--- src/rtl/seq_param_const_arb_if.sv ---
// Write-port bundle for seq_param_const_arb: two val/rdy requesters, restore,
// and the registered constant with its update pulse and write counter.
interface seq_param_const_arb_if #(
    parameter int nbits = 8
);
    logic             restore;
    logic             a_val;
    logic             a_rdy;
    logic [nbits-1:0] a_msg;
    logic             b_val;
    logic             b_rdy;
    logic [nbits-1:0] b_msg;
    logic [nbits-1:0] out;
    logic             upd;
    logic [3:0]       wr_count;

    // Requesters / configuration side.
    modport master (
        output restore, a_val, a_msg, b_val, b_msg,
        input  a_rdy, b_rdy, out, upd, wr_count
    );

    // Register side.
    modport slave (
        input  restore, a_val, a_msg, b_val, b_msg,
        output a_rdy, b_rdy, out, upd, wr_count
    );
endinterface

--- src/rtl/seq_param_const_arb.sv ---
// Run-time overridable constant register with round-robin arbitrated writers.
// Optional macro SEQ_PARAM_CONST_ARB_LOCK_EN adds a combinational write lock.
module seq_param_const_arb #(
    parameter int nbits = 8,
    parameter     value = 8'hef
) (
    input  logic                  clk,
    input  logic                  reset,
`ifdef SEQ_PARAM_CONST_ARB_LOCK_EN
    input  logic                  lock,
`endif
    seq_param_const_arb_if.slave  bus
);

    localparam logic [nbits-1:0] VALUE = nbits'(value);

    typedef enum logic {
        PRI_A = 1'b0,
        PRI_B = 1'b1
    } pri_e;

    pri_e             pri_q, pri_d;
    logic [nbits-1:0] out_q, out_d;
    logic             upd_q, upd_d;
    logic [3:0]       cnt_q, cnt_d;
    logic             lock_w;
    logic             blocked;
    logic             a_gnt, b_gnt;

`ifdef SEQ_PARAM_CONST_ARB_LOCK_EN
    assign lock_w = lock;
`else
    assign lock_w = 1'b0;
`endif

    // Grants depend only on val, restore, lock, reset and the pointer.
    always_comb begin
        a_gnt   = 1'b0;
        b_gnt   = 1'b0;
        blocked = reset || bus.restore || lock_w;
        if (!blocked) begin
            if (bus.a_val && bus.b_val) begin
                a_gnt = (pri_q == PRI_A);
                b_gnt = (pri_q == PRI_B);
            end else begin
                a_gnt = bus.a_val;
                b_gnt = bus.b_val;
            end
        end
    end

    always_comb begin
        pri_d = pri_q;
        out_d = out_q;
        cnt_d = cnt_q;
        upd_d = 1'b0;
        if (bus.restore) begin
            out_d = VALUE;
            upd_d = 1'b1;
        end else if (a_gnt) begin
            out_d = bus.a_msg;
            cnt_d = cnt_q + 4'd1;
            pri_d = PRI_B;
            upd_d = 1'b1;
        end else if (b_gnt) begin
            out_d = bus.b_msg;
            cnt_d = cnt_q + 4'd1;
            pri_d = PRI_A;
            upd_d = 1'b1;
        end
    end

    always_ff @(posedge clk) begin
        if (reset) begin
            pri_q <= PRI_A;
            out_q <= VALUE;
            upd_q <= 1'b0;
            cnt_q <= '0;
        end else begin
            pri_q <= pri_d;
            out_q <= out_d;
            upd_q <= upd_d;
            cnt_q <= cnt_d;
        end
    end

    assign bus.a_rdy    = a_gnt;
    assign bus.b_rdy    = b_gnt;
    assign bus.out      = out_q;
    assign bus.upd      = upd_q;
    assign bus.wr_count = cnt_q;

endmodule

--- src/flat_wrapper.sv ---
// flat-port wrapper written by rule: the top's interface ports become plain ports
module seq_param_const_arb_flat 
#(
    parameter int nbits = 8,
    parameter     value = 8'hef
)
  (clk, reset, bus_restore, bus_a_val, bus_a_msg, bus_b_val, bus_b_msg, bus_a_rdy, bus_b_rdy, bus_out, bus_upd, bus_wr_count);
  seq_param_const_arb_if #(.nbits(nbits)) bus_i ();
  input  logic clk;
  input  logic reset;
  input wire logic [$bits(bus_i.restore)-1:0] bus_restore;
  input wire logic [$bits(bus_i.a_val)-1:0] bus_a_val;
  input wire logic [$bits(bus_i.a_msg)-1:0] bus_a_msg;
  input wire logic [$bits(bus_i.b_val)-1:0] bus_b_val;
  input wire logic [$bits(bus_i.b_msg)-1:0] bus_b_msg;
  output wire logic [$bits(bus_i.a_rdy)-1:0] bus_a_rdy;
  output wire logic [$bits(bus_i.b_rdy)-1:0] bus_b_rdy;
  output wire logic [$bits(bus_i.out)-1:0] bus_out;
  output wire logic [$bits(bus_i.upd)-1:0] bus_upd;
  output wire logic [$bits(bus_i.wr_count)-1:0] bus_wr_count;
  assign bus_i.restore = bus_restore;
  assign bus_i.a_val = bus_a_val;
  assign bus_i.a_msg = bus_a_msg;
  assign bus_i.b_val = bus_b_val;
  assign bus_i.b_msg = bus_b_msg;
  assign bus_a_rdy = bus_i.a_rdy;
  assign bus_b_rdy = bus_i.b_rdy;
  assign bus_out = bus_i.out;
  assign bus_upd = bus_i.upd;
  assign bus_wr_count = bus_i.wr_count;
  seq_param_const_arb #(.nbits(nbits), .value(value)) u_core (.clk(clk), .reset(reset), .bus(bus_i));
endmodule
--- config.mk ---
export PLATFORM = sky130hd
export DESIGN_NAME = seq_param_const_arb_flat
export DESIGN_NICKNAME = d
export VERILOG_FILES = /design/src/rtl/seq_param_const_arb_if.sv /design/src/rtl/seq_param_const_arb.sv /design/src/flat_wrapper.sv
export SDC_FILE = /design/constraint.sdc
export NUM_CORES = 1
export LEC_CHECK = 0
export ABC_AREA = 1
export CELL_PAD_IN_SITES_DETAIL_PLACEMENT = 1
export CELL_PAD_IN_SITES_GLOBAL_PLACEMENT = 2
export CORE_ASPECT_RATIO = 0.6
export CORE_MARGIN = 2
export CORE_UTILIZATION = 20
export DETAILED_ROUTE_END_ITERATION = 10
export PLACE_DENSITY = 0.88
export REMOVE_ABC_BUFFERS = 1
export SLEW_MARGIN = 20
export SYNTH_ARGS = -nofsm -noshare
export SYNTH_HDL_FRONTEND = slang
export SYNTH_SLANG_ARGS = --single-unit
--- constraint.sdc ---
create_clock -name clk -period 1.4 [get_ports clk]
set_input_delay 0.28 -clock clk [delete_from_list [all_inputs] [get_ports clk]]
set_output_delay 0.28 -clock clk [all_outputs]
set_load 0.01 [all_outputs]
# After elaboration in Yosys (flattened, before gate mapping)
# Cells that the tools add are included.
word_totals:
  register_bits: 14
  wordCells: 25
  output_inout_bits: 15
classes:
  bitwise_logic: 2
  reduce_logical: 5
  n_mux: 13
  addsub: 1
op_table:
  columns: ["cell", "n"]
  rows:
  - ["$mux W8", 2]
  - ["$mux W1", 9]
  - ["$mux W4", 2]
  - ["$add A4 B1 Y4 const B", 1]
  - ["$not A1 Y1", 2]
  - ["$reduce_and A2 Y1", 1]
  - ["$reduce_bool A2 Y1", 1]
  - ["$reduce_or A2 Y1", 1]
  - ["$logic_and A1 B1 Y1", 1]
  - ["$logic_or A1 B1 Y1", 1]

# Logic depth before layout (Yosys ltp)
# Gate-level depths: netlist of the first run.
logic_depth:
  ltp_word: 6
  mapped_depth: 7

# Worst setup path before layout of the first run
# Ideal clock, no wire load.
synth_path:
  path_type: "register to output"
  start: "register u_core.pri_q"
  end: "output port bus_a_rdy"
  path_stages_with_launch: 5
  path_slack_ps: 226
  n_path_buf: 1
  arrival_ps: 894
  required_time_ps: 1120
  cell_sequence: "dfxtp_1 -> a21oi_4 -> nand2_4 -> buf_2 -> inv_2"
synth_between:
  elab_chain_len: 3
synth_lines:
  columns: ["element", "line_no", "source"]
  rows:
  - ["start, declared", "seq_param_const_arb.sv:22", "pri_e pri_q, pri_d;"]
  - ["start signal, assigned", "seq_param_const_arb.sv:80", "pri_q <= pri_d;"]
  - ["$not A1 Y1", "seq_param_const_arb.sv:43", "a_gnt = (pri_q == PRI_A);"]
  - ["$mux W1", "seq_param_const_arb.sv:42", "if (bus.a_val && bus.b_val) begin"]
  - ["$mux W1", "seq_param_const_arb.sv:41", "if (!blocked) begin"]
  - ["end, declared", "flat_wrapper.sv:16", "output wire logic [$bits(bus_i.a_rdy)-1:0] bus_a_rdy;"]
# Every way passes these cells.

# Final worst setup path of the first run
layout_path:
  start: "input port bus_restore"
  end: "output port bus_a_rdy"
layout_between:
  elab_chain_len: 2
layout_lines:
  columns: ["element", "line_no", "source"]
  rows:
  - ["start, declared", "flat_wrapper.sv:11", "input wire logic [$bits(bus_i.restore)-1:0] bus_restore;"]
  - ["$logic_or A1 B1 Y1", "seq_param_const_arb.sv:40", "blocked = reset || bus.restore || lock_w;"]
  - ["$mux W1", "seq_param_const_arb.sv:41", null]
# Every way passes these cells.

==> results of run 1 <==
[registers in the layout, indices dropped and copies added (netlist names)]
name / cells
u_core.bus.wr_count: 4
u_core.bus.out: 8
u_core.pri_q: 1
u_core.bus.upd: 1
[synth_stat cells]
cell type	number	area (um^2)
nand2_1	26	97.6
buf_6	1	11.3
nor2_1	9	33.8
inv_2	3	11.3
dfxtp_1	14	280
nand3b_1	8	60.1
a21oi_4	1	16.3
nor2_4	1	11.3
nand3_1	19	95.1
buf_2	2	10.0
ha_1	1	12.5
nand4_1	1	6.26
nand2_4	2	22.5
xor2_1	1	8.76
a21oi_1	2	10.0
inv_1	14	52.6
nand3_4	1	17.5
[power by group through the flow]
| stage | logic (mW) | registers, mW | clock network (mW) |
|---|---|---|---|
| finish | 0.240 | 0.430 | 0.401 |
| global route | 0.267 | 0.432 | 0.433 |
| floorplan | 0.0898 | 0.444 | 0 |
| detailed placement | 0.247 | 0.438 | 0 |
| CTS | 0.242 | 0.430 | 0.419 |
| global placement | 0.241 | 0.437 | 0 |
[worst max-delay path by stage]
stage / start / endpoint / slack (ps) / depth (start not counted)
2_1_floorplan: bus_restore / u_core.bus.out[0]$_SDFFE_PP1P_ / 180 / 6
3_3_place_gp: bus_b_val / bus_a_rdy / -510 / 5
3_5_place_dp: bus_b_val / bus_a_rdy / -530 / 5
6_report: bus_restore / bus_a_rdy / 30 / 6
4_1_cts: u_core.bus.out[4]$_SDFFE_PP0P_ / bus_out[4] / 4 / 1
5_1_grt: u_core.pri_q$_SDFFE_PP0P_ / bus_b_rdy / -3 / 5
[layout make-up]
class                   count  area, um^2
fillers                   456        2360
flip-flops and latches     14         284
clock buffers               4        55.1
inverters                  17        63.8
multi-input cells          72         394
repair buffers             48         447
well taps                  47        58.8
[critical path: cells and delay by family]
family                 cells  cell delay, ps
buffers and inverters      4             580
and+or+nand+nor            2             220
[logic make-up after synthesis]
family,count (synthesis)
compound gates,3
fa+ha+maj,1
xor+xnor,1
flops,14
buf+inv,20
simple gates,67
[metrics by stage]
step,cell area (um^2),TNS [ps],instances,util (%)
finish,1300,0,202,35.6
global route,1300,-6.89,202,35.6
CTS,1290,0,201,35.4
detailed placement,1230,-6200,195,33.7
global placement,1230,-5520,195,33.7
floorplan,736,0,103,-
[what timing repair did]
item                                    in CTS  in global routing
pin swaps                                    1                  2
endpoints found under the setup margin      26                  4
gates cloned                                 0                  0
buffers inserted                             2                  1
resized for setup                           25                  4
[routing by layer]
metal | global-route usage (%) | vias up | routed length [um]
li1 | - | 430 | -
met1 | 14.9 | 379 | 1080
met2 | 18.4 | 27 | 1000
met3 | 4.44 | 3 | 153
met4 | 4.03 | 0 | 23
met5 | 0 | - | 0
==> impl_metrics.env, run 1 <==
export IMPL_via_count=839
export IMPL_cts_hold_buf=0
export IMPL_hp_start="reset"
export IMPL_cts_tree="yes"
export IMPL_clk_transition_reported_paths_ps=60
export IMPL_drv_cap=0
export IMPL_chipWidth_um=83.4
export IMPL_grt_pass1_vias=836
export IMPL_p_leak_nw=0.646
export IMPL_ant_nets=0
export IMPL_firstDrtPassIters=3
export IMPL_cpMaxStageDelayCell="clkdlybuf4s15_1"
export IMPL_hold_violations=0
export IMPL_ys_ff_latch=14
export IMPL_reg2reg_from="u_core.pri_q$_SDFFE_PP0P_"
export IMPL_start_util_pct=20.7
export IMPL_vias_per_cell=4.15
export IMPL_die_area_um2=4310
export IMPL_layout_nets=178
export IMPL_rrSetupSlack_ps=120
export IMPL_synth_compound_area_share_pct=3.47
export IMPL_syn_to_final_growth_pct=72.1
export IMPL_setup_slack_ps=34.4
export IMPL_clock_power_share_pct=37.5
export IMPL_cts_made_buffers=3
export IMPL_min_to="u_core.bus.wr_count[2]$_SDFFE_PP0P_"
export IMPL_fmax_mhz=732
export IMPL_cp_max_fo=2
export IMPL_powerDensity_nw_per_um2=822
export IMPL_drc=0
export IMPL_required_ps=1120
export IMPL_clkLatencyLatePin_ps=250
export IMPL_status="finished, final reports clean"
export IMPL_r2r_end="u_core.bus.wr_count[2]$_SDFFE_PP0P_"
export IMPL_yosys_area_share_simple_pct=45.5
export IMPL_setup_violations=0
export IMPL_crit_type="input pin to output pin"
export IMPL_crit_chain="clkdlybuf4s15_1 -> nor2_4 -> buf_6 -> nand2_4 -> inv_2 -> clkdlybuf4s15_2"
export IMPL_layout_commonest_cell="nand2_1"
export IMPL_diodes=0
export IMPL_yosysUniqueCellTypes=17
export IMPL_worst_path_largest_cell_delay_ps=220
export IMPL_slew_viol_final=0
export IMPL_whs_path_depth=3
export IMPL_die_y_um=51.7
export IMPL_worst_pin_slew_ps=207
export IMPL_overflow=0
export IMPL_peakVddDrop_mv=0.272
export IMPL_gp_congestion=0.751
export IMPL_relSlewSlack_pct=86.2
export IMPL_cts_sinks=14
export IMPL_critPathArrivalTime_ps=1090
export IMPL_total_power_mw=1.07
export IMPL_grt_max_degree=16
export IMPL_netlist_instances=106
export IMPL_cts_root_buf="clkbuf_8"
export IMPL_antenna_found_initial=0
export IMPL_rows=17
export IMPL_hold_class="input pin to flop"
export IMPL_layout_common_cells="25 x nand2_1, 19 x nand3_1, 17 x clkdlybuf4s50_1"
export IMPL_synth_warnings=0
export IMPL_track_usage_pct=11.7
export IMPL_wl_um=2270
export IMPL_reg2reg_depth=7
export IMPL_p_int_mw=0.798
export IMPL_p_switching_mw=0.273
export IMPL_cp_end_kind="output pin"
export IMPL_syn_mean_instance_area_um2=7.14
export IMPL_period_share_pct=97.5
export IMPL_dp_hpwl_um=1800
export IMPL_ys_seq_area_share_pct=37.0
export IMPL_start_kind="input pin"
export IMPL_cts_max_level=1
export IMPL_drtIter0Drc=7
export IMPL_hold_worst_slack_ps=359
export IMPL_wire_per_inst_um=11.2
export IMPL_grt_pass1_wl_um=3920
export IMPL_synthAdderAreaFrac_pct=1.65
export IMPL_netlist_area_um2=757
export IMPL_combPwrFrac_pct=22.4
export IMPL_drive_gt1_share_pct=20.0
export IMPL_synth_top_family_by_area="simple AND/OR/NAND/NOR gates"
export IMPL_pin_count=36
export IMPL_seqPwrFrac_pct=40.1
export IMPL_fin_crit_ps=1370
export IMPL_synth_xor_area_share_pct=1.16
export IMPL_synth_area_mux_share_pct=0
export IMPL_port_buffers=35
export IMPL_rsz0062_at_grt="true"
export IMPL_fin_skew_ps=5.27
export IMPL_cts_buffer_depth=2
export IMPL_switching_share_pct=25.5
export IMPL_core_area_um2=3660
export IMPL_place_ws_ps=-534
Note: power is estimated with default switching activity, not from simulation.
==> run 2: changes to the inputs <==
--- a/config.mk
+++ b/config.mk
@@ -6,13 +6,14 @@
 export NUM_CORES = 1
 export LEC_CHECK = 0
 export ABC_AREA = 1
+export CAP_MARGIN = 20
 export CELL_PAD_IN_SITES_DETAIL_PLACEMENT = 1
-export CELL_PAD_IN_SITES_GLOBAL_PLACEMENT = 2
+export CELL_PAD_IN_SITES_GLOBAL_PLACEMENT = 1
 export CORE_ASPECT_RATIO = 0.6
 export CORE_MARGIN = 2
-export CORE_UTILIZATION = 20
+export CORE_UTILIZATION = 27
 export DETAILED_ROUTE_END_ITERATION = 10
-export PLACE_DENSITY = 0.88
+export PLACE_DENSITY = 0.89
 export REMOVE_ABC_BUFFERS = 1
 export SLEW_MARGIN = 20
 export SYNTH_ARGS = -nofsm -noshare
==> run 2 against run 1 <==
Hold slack improved by 100 ps. Core utilization is 14 points higher. Final area down 1.6%. First-iteration DRC count grew 14%. Flip-flop and latch count unchanged. Maximum frequency grew 5.4%. Via count increased by 3.9%. Clock skew hardly changed. Largest power group unchanged.
==> impl_metrics.env, run 2 (synthesis results as in run 1) <==
export IMPL_status="finished, final reports clean"
export IMPL_crit_type="flop to output pin"
export IMPL_crit_chain="a21oi_4 -> nand2_4 -> inv_2 -> buf_2"
export IMPL_drive_gt1_share_pct=19.6
export IMPL_peakVddDrop_mv=0.443
export IMPL_fin_crit_ps=1300
export IMPL_crit_family="flip-flops"
export IMPL_dp_hpwl_um=1860
export IMPL_ant_nets=0
export IMPL_drv_cap=0
export IMPL_setup_violations=0
export IMPL_clock_power_share_pct=36.9
export IMPL_antenna_found_initial=0
export IMPL_fill_cells=334
export IMPL_grt_met1_usage_pct=18.5
export IMPL_pin_count=36
export IMPL_p_leak_nw=0.658
export IMPL_hold_violations=0
export IMPL_start_util_pct=29.4
export IMPL_cts_buffer_depth=2
export IMPL_hold_class="input pin to flop"
export IMPL_start_kind="flop"
export IMPL_relSlewSlack_pct=87.2
export IMPL_rows=14
export IMPL_cts_sinks=14
export IMPL_rsz0062_at_grt="false"
export IMPL_met3_usage_pct=6.25
export IMPL_drc=0
export IMPL_rrSetupSlack_ps=150
export IMPL_cts_hold_buf=0
export IMPL_largest_register_ffs=8
export IMPL_grt_busiest_layer="met2"
export IMPL_p_switching_mw=0.269
export IMPL_layout_nets=176
export IMPL_critPathArrivalTime_ps=1020
export IMPL_slew_viol_final=0
export IMPL_cts_tree="yes"
export IMPL_overflow=0
export IMPL_firstDrtPassIters=4
export IMPL_grtUsageMet2_pct=30.6
export IMPL_cpMaxStageDelayCell="dfxtp_4"
export IMPL_core_area_um2=2570
export IMPL_wire_per_inst_um=13.0
export IMPL_cts_made_buffers=3
export IMPL_chipWidth_um=72.4
export IMPL_seqPwrFrac_pct=40.4
export IMPL_critPathBufInv=2
export IMPL_place_inst=180
export IMPL_grt_max_degree=16
export IMPL_cp_max_fo=3
export IMPL_fin_cells=185
export IMPL_tns_ps=0
export IMPL_diodes=0
export IMPL_gp_congestion=0.727
export IMPL_total_power_mw=1.06
export IMPL_clk_transition_reported_paths_ps=60
export IMPL_fmax_mhz=772
export IMPL_wl_um=2410
export IMPL_p_int_mw=0.794
export IMPL_cts_max_level=1
export IMPL_port_buffers=35
export IMPL_die_y_um=45.0
export IMPL_combPwrFrac_pct=22.7
export IMPL_fin_skew_ps=5.10
export IMPL_cts_root_buf="clkbuf_8"
export IMPL_worst_path_largest_cell_delay_ps=360
export IMPL_syn_to_final_growth_pct=69.3
export IMPL_grt_pass1_vias=932
export IMPL_die_area_um2=3260
export IMPL_hold_worst_slack_ps=459
export IMPL_drtIter0Drc=8
export IMPL_vias_per_cell=4.71
export IMPL_clkLatencyLatePin_ps=250
export IMPL_period_share_pct=92.6
export IMPL_grt_pass1_wl_um=4040
export IMPL_layout_commonest_cell="nand2_1"
export IMPL_track_usage_pct=16.5
export IMPL_required_ps=1120
export IMPL_cp_end_kind="output pin"
export IMPL_switching_share_pct=25.3
export IMPL_powerDensity_nw_per_um2=830
export IMPL_via_count=872
export IMPL_layout_common_cells="25 x nand2_1, 19 x nand3_1, 16 x clkdlybuf4s50_1"
export IMPL_worst_pin_slew_ps=192
==> run 2: cell count changes in the layout (fill, tap and decap cells not counted), sizes merged <==
cell	before	now
clkdlybuf4s50	17	16
clkdlybuf4s15	3	0
clkbuf	5	4
dlymetal6s2s	1	4
==> run 2: through the flow <==
| step | area, um^2 | worst slack, ps | util [%] |
|---|---|---|---|
| global placement | 1210 | -501 | 47.1 |
| CTS | 1270 | 1.53 | 49.5 |
| global route | 1280 | 54.6 | 49.8 |
| finish | 1280 | 104 | 49.8 |
| detailed placement | 1210 | -523 | 47.1 |
| floorplan | 736 | 182 | - |
==> run 2: power groups by stage <==
| stage | logic, mW | registers, mW | clock network [mW] |
|---|---|---|---|
| floorplan | 0.0898 | 0.444 | 0 |
| global placement | 0.238 | 0.437 | 0 |
| detailed placement | 0.249 | 0.438 | 0 |
| CTS | 0.247 | 0.430 | 0.406 |
| global route | 0.265 | 0.432 | 0.430 |
| finish | 0.241 | 0.429 | 0.393 |
==> run 2: path summary, 6_finish.rpt <==
path	start	to	cells past startpoint
max	u_core.pri_q$_SDFFE_PP0P_	bus_a_rdy	4
min reg2reg	u_core.bus.out[2]$_SDFFE_PP1P_	u_core.bus.out[2]$_SDFFE_PP1P_	2
min	bus_restore	u_core.bus.upd$_SDFF_PP0_	3
max reg2reg	u_core.pri_q$_SDFFE_PP0P_	u_core.bus.wr_count[2]$_SDFFE_PP0P_	7
==> run 2: worst min-delay path, delay by kind of cell <==
kind / cells / cell delay [ps]
simple gates: 2 / 130
buf+inv: 1 / 260
==> run 2: timing repair <==
action,4_1_cts,5_1_grt
pin swaps,2,1
gates resized for setup,27,6
buffers inserted,1,0
endpoints found under the setup margin,24,5
==> run 2: per-layer routing <==
layer | share of wire (%) | wire length [um]
met1 | 42 | 1010
met2 | 49 | 1180
met3 | 8.2 | 198
met4 | 0.71 | 17
met5 | 0 | 0
==> run 2: area by class of cell <==
cell class / count / area, um^2 / share of cell area, %
repair buffers: 46 / 433 / 33.8
inverters: 17 / 63.8 / 4.98
flip-flops and latches: 14 / 287 / 22.4
well taps: 32 / 40.0 / 3.12
clock buffers: 4 / 55.1 / 4.30
multi-input cells: 72 / 403 / 31.4
==> edit 1 (flow settings as in run 2) <==
`nbits` is set to 8 in 3 places; all go to 9.
--- a/src/rtl/seq_param_const_arb_if.sv
+++ b/src/rtl/seq_param_const_arb_if.sv
@@ -3,3 +3,3 @@
 interface seq_param_const_arb_if #(
-    parameter int nbits = 8
+    parameter int nbits = 9
 );
--- a/src/rtl/seq_param_const_arb.sv
+++ b/src/rtl/seq_param_const_arb.sv
@@ -3,3 +3,3 @@
 module seq_param_const_arb #(
-    parameter int nbits = 8,
+    parameter int nbits = 9,
     parameter     value = 8'hef
--- a/src/flat_wrapper.sv
+++ b/src/flat_wrapper.sv
@@ -3,3 +3,3 @@
 #(
-    parameter int nbits = 8,
+    parameter int nbits = 9,
     parameter     value = 8'hef
Ports: changed (resized bus_a_msg, bus_b_msg and bus_out); port bits go from 36 to 39. No check against the original RTL was run, so the function may have changed too.
==> edit 1 against run 2 <==
Routed wire length up 18%; critical path depth up 2; total power up 0.75%; synthesized area up 11%; worst setup slack worse by 0.030 ns; worst hold slack better by 0.046 ns; sequential power up 7.0%; sequential cell count up 1; cell area up 7.0%; critical path type is now primary input to primary output; largest cell class is now multi-input gates; largest power group unchanged.
==> edit 1: results (changes against run 2) <==
Yosys
  • Post-synthesis sequential area ratio: 35.8% (-1.3 points)
  • Most instantiated cells after synthesis: 28 x nand2_1, 24 x nor2_1, 22 x inv_1
  • Synth Register Bits: 15 (+1)
  • Library cells used by synthesis: 19 (+2)
  • Synth area leaders: dfxtp_1 36%, nand2_1 13%, nor2_1 11%

Global routing
  • M2 GR Usage: 32.0% (+1.3 points)
  • Grt met3 use: 5.19% (-1.1 points)
  • GRT met1 Usage: 19.6% (+1.1 points)
  • All-Layer GR Usage: 17.0% (+0.46 points)

STA
  • Clock skew: 0.00315 ns (-0.00195 ns)
  • Hold_ws: 0.505 ns (+0.0461 ns)

Detailed routing
  • Routed wire per std cell: 13.0 microns (+0.31%)
  • Via Count: 943 (+8.1%)

Finish
  • Multi-input combinational area share: 32.2% (+0.76 points)
  • Non-Clock Buffer Count: 48 (+4.3%)
  • ClkCell Share: 3.38% (-0.92 points)
  • Non-clock buffer share: 32.2% (-1.6 points)
  • Nets: 201 (+14%)
  • Layout cells sized above 1: 14.2% (-5.4 points)
  • #MultiIn Comb: 86 (+19%)
  • Signal inverters: 23 (+6)

Worst hold path
  • Hold wc startpoint: u_core.pri_q$_SDFFE_PP0P_
  • Hold EP: u_core.pri_q$_SDFFE_PP0P_
  • Hold path cells: 2 (-1)

Setup path
  • FF-to-FF setup slack: 0.18 ns (+0.03 ns)
  • Crit path max-delay family: buffers and inverters
  • Slowest stage delay, CP: 0.27 ns (-0.09 ns)
  • Critical-path top delay cell: dlygate4sd2_1
  • Arr. time, crit path: 1.05 ns (+0.03 ns)

Power and ir drop
  • Peak VDD IR: 260 uV (-41%)
  • Sw Ratio: 27.8% (+2.5 points)
  • Clock group: 361 uW (-8.1%)
  • Total Power: 1070 uW (+0.75%)

Place
  • Buffers on Ports: 38 (+8.6%)
  • Post-DP HPWL: 2100 microns (+13%)

Outcome
  • Status: finished clean
edit 1: kinds of logic (layout without fill, tap and decap cells):
kind of cell	after synthesis	after routing	share of synthesized area [%]
adder cells (fa/ha/maj)	1	1	1.49
AO/OA/AOI/OAI	3	3	3.13
XOR/XNOR	1	1	1.04
flip-flops	15	15	35.8
buffers and inverters	26	75	12.7
AND/OR/NAND/NOR	81	81	45.9
edit 1: per-layer routing:
metal	up-vias	part of all wire, %
met5	-	0
met2	25	48
met1	429	46
met4	0	1.1
met3	5	4.6
li1	484	-
edit 1: through the flow:
step,cell area (sq um),std cells,setup WS (ns)
floorplan,820,124,0.136
global placement,1310,211,-0.481
detailed placement,1310,211,-0.516
CTS,1350,216,0.000340
global route,1370,218,0.00571
finish,1370,218,0.0740
edit 1: repair_timing:
action,CTS,global route
setup endpoints to repair,27,6
setup buffers,1,2
pin swaps,1,1
gates resized for setup,25,6
hold buffers,0,0
==> edit 2 (config.mk and constraints of run 2) <==
Without the edit above. Reset style: asynchronous (`reset`), changed in one clocked block.
--- a/src/rtl/seq_param_const_arb.sv
+++ b/src/rtl/seq_param_const_arb.sv
@@ -72,3 +72,3 @@
 
-    always_ff @(posedge clk) begin
+    always_ff @(posedge clk or posedge reset) begin
         if (reset) begin
Function: differs if reset is asserted again (counterexample within 4 cycles, from zero or initial values and one cycle with reset high); with reset held inactive, the same outputs for 10 cycles.
==> edit 2 against run 2 <==
Routed wire length rose by 7.8%; worst setup slack lost 0.062 ns; synthesized area rose by 9.8%; sequential share of layout area up 5.0 points; non-clock buffer count decreased by 1; cell area is 2.3% higher; count of clock-buffer cells in the layout stayed put; first-iteration DRC count is 110% higher; worst hold slack worse by 0.24 ns; maximum frequency down 4.6%; sequential cell count unchanged.
Power is not compared: it rests on default switching activity, and its combinational part moved more than twofold at a synthesized area within 25%.
==> edit 2: results (changes against run 2) <==
Detailed routing
  • Detailed Route WL: 2590 microns (+7.8%)
  • DRT met1 WL: 1200 microns (+19%)
  • Met3 WL: 117 microns (-41%)
  • Met2 wire length: 1240 microns (+5.5%)
  • Via Count: 834 (-4.4%)
  • Starting DRT DRC Count: 17 (+9)
  • Routed wire per std cell: 13.8 microns (+6.1%)

CTS
  • Clock-pin slew on the worst setup and hold paths: 0.06 ns (about the same)
  • Clock Tree Buf Depth: 2 (unchanged)
  • Skew-Pair Late Insertion Delay: 0.25 ns (about the same)

Place
  • Buffers on Ports: 35 (unchanged)
  • Post-DP HPWL: 2030 microns (+9.3%)
  • GP Congestion: 0.800 (+10%)
  • Pre-CTS setup slack: -0.581 ns (-0.0589 ns)
  • Placed Cells: 183 (+1.7%)
  • Area after DPL: 0.00126 sq mm (+4.2%)

Global routing
  • Largest net degree at the start of global routing: 22 (+6)
  • Vias in the first global route: 941 (+0.97%)
  • All-Layer GR Usage: 16.4% (-0.093 points)
  • First-pass GRT wire length: 4170 microns (+3.1%)

Setup path
  • Crit path max-delay family: flip-flops
  • R2R depth: 7 (unchanged)
  • FF-to-FF setup slack: 0.11 ns (-0.04 ns)
  • CP max FO: 2 (-1)
  • Slowest stage delay, CP: 0.42 ns (+0.06 ns)
  • Critical-path top delay cell: dfrtp_1
  • Start point of the critical path: u_core.pri_q$_DFFE_PP0P_
  • Arr. time, crit path: 1.08 ns (+0.06 ns)
  • Reg-to-Reg End: u_core.bus.wr_count[2]$_DFFE_PP0P_

Yosys
  • Post-synthesis mux area share: 0% (unchanged)
  • Library cells used by synthesis: 20 (+3)
  • Adder-cell share of the synthesized area: 1.51% (-0.15 points)
  • Most instantiated cells after synthesis: 23 x nand2_1, 21 x inv_1, 17 x nand3_1
  • Mapped Cells: 101 (-4.7%)
  • Xor/xnor share of the synthesized area: 3.01% (+1.9 points)
  • Compound-cell area share of the yosys netlist: 3.77% (+0.29 points)
  • Synth area leaders: dfstp_2 22%, dfrtp_1 21%, nand2_1 10%
  • Post-synthesis sequential area ratio: 43.2% (+6.2 points)
  • FFs w/ async S/R, synth: 100% (+100 points)

Finish
  • Layout cells sized above 1: 21.9% (+2.3 points)
  • Nets: 169 (-4.0%)
  • Fill cells: 368 (+10%)
  • Max FFs per register: 8 (unchanged)

STA
  • Slew HR: 82.0% (-5.1 points)
  • Clock skew: 0.000736 ns (-0.00436 ns)
  • Post-route minimum period: 1.36 ns (+0.0621 ns)
  • Hold_ws: 0.214 ns (-0.245 ns)

Power and ir drop
  • Int Power: 1020 uW
  • Leak: 0.000680 uW

Worst hold path
  • Hold WC Path Type: primary input to async pin

Outcome
  • Status: finished clean
==> edit 2: final cells by class <==
class	count	area, sq um	share of cell area, %
Clock buffer	4	55.1	4.20
Sequential cell	14	359	27.4
Tap cell	42	52.6	4.01
Timing Repair Buffer	45	398	30.3
Multi-Input combinational cell	61	364	27.8
Inverter	22	82.6	6.30
==> edit 2: power groups by stage <==
stage | Combinational [uW] | Clock [uW] | Sequential (uW)
global route | 589 | 428 | 585
finish | 536 | 406 | 571
CTS | 541 | 413 | 573
global placement | 561 | 0 | 580
detailed placement | 588 | 0 | 580
floorplan | 202 | 0 | 626
==> edit 2: layer usage <==
metal	up-vias	track usage (%)
met3	5	4.72
met5	-	0
li1	409	-
met1	396	20.2
met4	0	3.51
met2	24	29.4
==> edit 2: repair_timing <==
action	4_1_cts	5_1_grt
resized for setup	27	2
buffers inserted	1	0
endpoints found under the setup margin	26	10
endpoints found under the hold margin	0	0
pin swaps	2	1
